==> config.mk <==
export PLATFORM = sky130hd
export DESIGN_NAME = piso_serial_tx
export DESIGN_NICKNAME = d
export VERILOG_FILES = /design/src/rtl/piso_serial_tx.sv
export SDC_FILE = /design/constraint.sdc
export NUM_CORES = 1
export LEC_CHECK = 0
export CORE_ASPECT_RATIO = 0.7
export CORE_MARGIN = 4
export CORE_UTILIZATION = 25
export CTS_CLUSTER_DIAMETER = 120
export DETAILED_ROUTE_END_ITERATION = 12
export PLACE_DENSITY = 0.45
export SLEW_MARGIN = 20
export SYNTH_ARGS = -nofsm -noshare
export SYNTH_HDL_FRONTEND = slang
export SYNTH_SLANG_ARGS = --single-unit
==> constraint.sdc <==
create_clock -name clk_2 -period 2.2 [get_ports clk_2]
set_input_delay 0.44 -clock clk_2 [delete_from_list [all_inputs] [get_ports clk_2]]
set_output_delay 0.44 -clock clk_2 [all_outputs]
set_load 0.02 [all_outputs]
==> src/rtl/piso_serial_tx.sv <==
// piso_serial_tx: framed parallel-to-serial transmitter with busy/done status and a 7-seg remaining-bit count
module piso_serial_tx #(
   parameter int NBITS_REG = 4,
   parameter bit MSB_FIRST = 1'b1,
   parameter bit PARITY_EN = 1'b1,
   localparam int BW = $clog2(NBITS_REG + 1)
) (
   input  logic                 clk_2,
   input  logic                 reset,
   input  logic                 start,
   input  logic [NBITS_REG-1:0] data_in,
   output logic                 serial_out,
   output logic                 busy,
   output logic                 done,
   output logic [BW-1:0]        bits_left,
   output logic [7:0]           seg
);
   typedef enum logic [2:0] {IDLE, START, DATA, PARITY, STOP} state_t;
   state_t               state_q;
   logic [NBITS_REG-1:0] shift_q;
   logic                 parity_q;
   logic                 next_bit;
   logic [NBITS_REG-1:0] shifted;
   logic [3:0]           digit;
   assign next_bit = MSB_FIRST ? shift_q[NBITS_REG-1] : shift_q[0];
   assign shifted  = MSB_FIRST ? shift_q << 1 : shift_q >> 1;
   // Frame sequencer: START sends the first data bit, DATA drains the rest, then parity and stop
   always_ff @(posedge clk_2) begin
      if (reset) begin
         state_q    <= IDLE;
         shift_q    <= '0;
         parity_q   <= 1'b0;
         serial_out <= 1'b1;
         busy       <= 1'b0;
         done       <= 1'b0;
         bits_left  <= '0;
      end else begin
         done <= 1'b0;
         case (state_q)
            IDLE: if (start) begin
               shift_q    <= data_in;
               parity_q   <= ^data_in;
               bits_left  <= BW'(NBITS_REG);
               serial_out <= 1'b0;
               busy       <= 1'b1;
               state_q    <= START;
            end
            START, DATA: if (state_q == START || bits_left != '0) begin
               serial_out <= next_bit;
               shift_q    <= shifted;
               bits_left  <= bits_left - 1'b1;
               state_q    <= DATA;
            end else begin
               serial_out <= PARITY_EN ? parity_q : 1'b1;
               state_q    <= PARITY_EN ? PARITY : STOP;
            end
            PARITY: begin
               serial_out <= 1'b1;
               state_q    <= STOP;
            end
            STOP: begin
               busy    <= 1'b0;
               done    <= 1'b1;
               state_q <= IDLE;
            end
            default: state_q <= IDLE;
         endcase
      end
   end
   // Seven-segment decode of the remaining-bit count; out-of-range values show 0
   always_comb begin
      digit = 4'(bits_left);
      case (digit)
         4'd1:    seg = 8'h06;
         4'd2:    seg = 8'h5b;
         4'd3:    seg = 8'h4f;
         4'd4:    seg = 8'h66;
         4'd5:    seg = 8'h6d;
         4'd6:    seg = 8'h7d;
         4'd7:    seg = 8'h07;
         4'd8:    seg = 8'h7f;
         4'd9:    seg = 8'h6f;
         default: seg = 8'h3f;
      endcase
   end
endmodule
* Yosys cells after proc, flatten, opt, wreduce, memory -nomap -nowiden *
Index checks and enable logic that the tools add are counted.

storage, ports and cells
  register bits = 14
  bits of input ports = 7
  output and inout bits = 14
  word-level logic and storage cells = 49

cells by class
  add/subtract/negate cells = 1
  equality and inequality tests = 13
  muxes and demuxes = 16
  reductions and logical operators = 12

operators by type and width
  kind                                               count
  one-hot mux 7 bit (7 select lines)                 1
  == test 3 bit (second input constant)              5
  == test 3 x 2 -> 1 bit (second input constant)     4
  two-way mux 3 bit                                  3
  one-hot mux 3 bit (3 select lines)                 1
  two-way mux 4 bit                                  2
  one-hot mux 4 bit (2 select lines)                 1
  == test 3 x 1 -> 1 bit (second input constant)     2
  one-hot mux 3 bit (2 select lines)                 1
  AND reduction 2 bit                                3
  nonzero test 3 bit                                 2
  two-way mux 1 bit                                  5
  inequality test 2 bit (second input constant)      2
  nonzero test 2 bit                                 2
  XOR reduction 4 bit                                1
  logical NOT 3 bit                                  1
  one-hot mux 1 bit (3 select lines)                 1
  AND reduction 3 bit                                1
  subtractor 3 x 1 -> 3 bit (second input constant)  1
  one-hot mux 1 bit (2 select lines)                 1
  OR reduction 2 bit                                 1
  logical OR 1 bit                                   1

* Longest topological paths before layout *
Gate-level depths: netlist of the first run.

  depth in word-level cells = 4
  gate-level depth with buffers = 7
  gate-level depth less buffers = 6

* Worst setup path before layout of the first run *
Ideal clock, no wire load.

  path kind = reg2out
  start = register bits_left[0]
  end = output port seg[2]
  arrival time = 1.657 ns
  required time = 1.760 ns
  setup slack = 0.103 ns
  cell stages (with the launch flop) = 5
  buffers on the path = 0
  path through = dfxtp_1 > inv_1 > ha_1 > or2_2 > o21ai_0

between the ends
  cells in the longest elaborated chain, start to end = 2
  elaborated cells on any way between the ends = 8
  those cells by class = 7 x eq/ne; 1 x mux

ends and longest elaborated chain
  what                                   RTL line  RTL
  start: declaration                     15        output logic [BW-1:0] bits_left,
  start signal: assignment               43        bits_left <= BW'(NBITS_REG);
  start signal: assignment               51        bits_left <= bits_left - 1'b1;
  == test 3 bit (tied with other cells)  73        case (digit)
  one-hot mux 7 bit (7 select lines) *   73
  end: declaration                       16        output logic [7:0] seg

Every way passes the cells marked *; elsewhere a longest branch is shown, timed or not.

* Worst setup path in the final report of the first run *
  start = register bits_left[1]
  end = output port seg[1]

Same word-level chain as after synthesis.

==> impl_metrics.py, run 1 <==
metrics = {
    "power": {
        "ir_worst_vdd_uv": 337.9,
        "p_per_area_nw_per_um2": 945.2,
        "p_leak_nw": 0.4949,
    },
    "sta": {
        "tightest_slew_ns": 0.5843,
        "fin_crit_ns": 2.064,
        "fin_worst_skew_ns": 0.003803,
        "fmax_ghz": 0.4844,
        "hold_slack_ns": 0.4751,
        "timing.slew.headroom": 0.6099,
        "finalHoldViolations": 0,
        "rsz0062_at_grt": "false",
        "period_share": 0.9383,
        "finalSetupViolCount": 0,
        "drv_slew": 0,
    },
    "route": {
        "wl_met2_um": 862,
        "wl_met3_um": 87,
        "num_vias": 833,
        "first_pass_iters": 4,
        "routed.top_layer": "met4",
        "totalWireLength_mm": 2.028,
        "drcViolationCount": 0,
        "drt-initial-drc-count": 51,
        "ant_nets": 0,
        "wl_per_cell_um": 11.08,
        "drt-met1-wl_mm": 1.066,
        "via_per_inst": 4.552,
    },
    "clocking": {
        "cts_inserted_buffers": 3,
        "post_cts_buffers": 0,
        "cts_sinks": 14,
        "clock_latency_ns": 0.25,
        "htreeDepth": 1,
        "postCtsHoldBufs": 0,
        "clk_pin_slew_ns": 0.06,
        "tritoncts": "yes",
        "cts_resized": 12,
        "root_buffer": "clkbuf_8",
        "clockBufferDepth": 2,
    },
    "synth": {
        "synth_top_area_frac": 0.3164,
        "netlist_instances": 111,
        "syn_area_um2": 885.9,
        "synth_top_area_cell": "dfxtp_1",
        "yosysSeqAreaShare": 0.3164,
        "synth_nets": 123,
        "synth_seq_cells": 14,
        "syn_avg_cell_area_um2": 7.981,
        "yosys-top-cells-area": "dfxtp_1, o21ai_0, a21oi_1, ha_1, nor2_1",
        "ys_types": 33,
        "synth_warnings": 0,
    },
    "floorplanning": {
        "die_area_um2": 4575,
        "rows": 17,
        "pin_count": 21,
        "fp.dieW_um": 79.15,
        "initial_core_util": 0.2704,
        "die_y_um": 57.81,
        "core_area_um2": 3276,
    },
    "placement": {
        "place_congestion": 0.7916,
        "dpl_cell_area_um2": 1154,
        "port_buffers": 19,
        "dp_hpwl_mm": 1.498,
        "place_inst": 179,
    },
    "critical_path": {
        "crit_fanout": 6,
        "cp.arrival_ns": 1.62,
        "crit_path_start_kind": "flop",
        "crit_path_end_kind": "primary output",
        "worst-setup-path-type": "reg2out",
        "cp.required_ns": 1.76,
    },
    "final_layout": {
        "final_layout_size_suffix_gt1_frac": 0.2132,
        "final_common_cell": "o21ai_0",
        "synthToLayoutAreaGrowth_pct": 34.75,
        "antenna_cells": 0,
        "fill_cells": 353,
        "layout_common_cells": "o21ai_0, a21oi_1, dfxtp_1",
        "multi_input_area_um2": 534.3,
        "fin_area_um2": 1194,
        "seqCellArea_um2": 281.5,
        "nets": 149,
        "fin_cells": 183,
    },
    "global_routing": {
        "grt_overflow": 0,
        "grt_pass1_vias": 775,
        "grt_pass1_wl_mm": 3.608,
        "gr-usage-all-layers": 0.09830,
        "antenna_found_initial": 0,
        "grt_max_degree": 20,
    },
    "outcome": {
        "status": "finished, final reports clean",
    },
    "worst_hold_path": {
        "hp-class": "reg2reg",
    },
    "job": {
        "drv_cap": 0,
    },
}
-- Yosys cell counts --
| cell type | n |
|---|---|
| mux2i_1 | 3 |
| dfxtp_1 | 14 |
| a211oi_1 | 1 |
| or2_2 | 3 |
| o21ai_0 | 15 |
| conb_1 | 1 |
| a21o_1 | 2 |
| nand2b_1 | 2 |
| buf_6 | 3 |
| a21oi_1 | 13 |
| nor2_1 | 11 |
| o22a_1 | 1 |
| a311oi_1 | 1 |
| mux2_2 | 1 |
| o311ai_1 | 1 |
| xnor2_2 | 1 |
| or3_1 | 3 |
| clkbuf_1 | 4 |
| and3_2 | 1 |
| or4_1 | 2 |
| xnor2_1 | 3 |
| inv_1 | 6 |
| nor3b_1 | 1 |
| nor4_1 | 1 |
| nand3_1 | 2 |
| ha_1 | 5 |
| nor3_1 | 1 |
| nand2_1 | 3 |
| nor2b_1 | 2 |
| buf_4 | 1 |
| or3_2 | 1 |
| and3_1 | 1 |
| nand3b_1 | 1 |
-- per-stage QoR --
step / setup slack, ns / power (mW) / setup TNS, ns / utilization
2_1_floorplan: 0.1032 / 0.7060 / 0 / -
3_3_place_gp: -0.04630 / 0.9210 / -0.05390 / 0.3522
3_5_place_dp: -0.01084 / 0.9183 / -0.02298 / 0.3522
4_1_cts: 0.0007209 / 1.147 / 0 / 0.3682
5_1_grt: 0.02124 / 1.219 / 0 / 0.3644
6_report: 0.1357 / 1.128 / 0 / 0.3644
-- state kept, by name, summed over array words and instances, names as in the netlist --
register	count
bits_left	3
busy	1
done	1
parity_q	1
serial_out	1
shift_q	4
state_q	3
-- worst max-delay path, stage by stage (launching register included) --
cell and delay [ns]:
dfxtp_1 0.34, inv_1 0.08, ha_2 0.21, or2_2 0.33, nand3_1 0.09, dlygate4sd2_1 0.33
-- area by class of cell --
cell class                      count  area share
Tap cell                           47     0.04927
Timing Repair Buffer               29      0.2023
Inverter                            6     0.01887
Multi-Input combinational cell     83      0.4476
Clock buffer                        4     0.04612
Sequential cell                    14      0.2359
-- cells by family (layout without fill, tap and decap cells) --
group | count (synthesis) | after routing | synth area share
AOI/OAI and AO/OA | 34 | 34 | 0.2133
xor gates and xnor gates | 4 | 4 | 0.04803
buffers and inverters | 14 | 39 | 0.08898
DFF | 14 | 14 | 0.3164
muxes | 4 | 4 | 0.04661
and+or+nand+nor | 35 | 35 | 0.2119
adders and majority gates | 5 | 5 | 0.07062
other | 1 | 1 | 0.004233
-- routing by layer --
layer  vias up  global-route usage
met2        10              0.1331
met5         -                   0
met1       387              0.1413
li1        434                   -
met4         0             0.02941
met3         2             0.03882
-- final timing paths --
kind	start	end	slack [ns]	cells past startpoint
worst min register to register	shift_q[0]	shift_q[0]	0.48	2
worst max register to register	bits_left[0]	bits_left[0]	0.22	7
worst max-delay path	bits_left[1]	seg[1]	0.14	5
worst min-delay path	shift_q[0]	shift_q[0]	0.48	2
-- report_power, final --
group / leakage, nW / switching [mW] / internal, mW
Combinational: 0.351 / 0.279 / 0.252
Sequential: 0.116 / 0.0488 / 0.294
Clock: 0.0288 / 0.0957 / 0.159
No activity file was read; power rests on OpenSTA's default activity.
==> run 2, diff against run 1 <==
SKIP_LAST_GASP = 1   (was default)
==> results of run 2 <==
Same layout as run 1: the final DEF is identical, and so are final timing and power.
==> run 3, diff against run 2 <==
HOLD_SLACK_MARGIN = 0.12   (was default)
==> results of run 3 <==
Same layout as run 1: the final DEF is identical, and so are final timing and power.
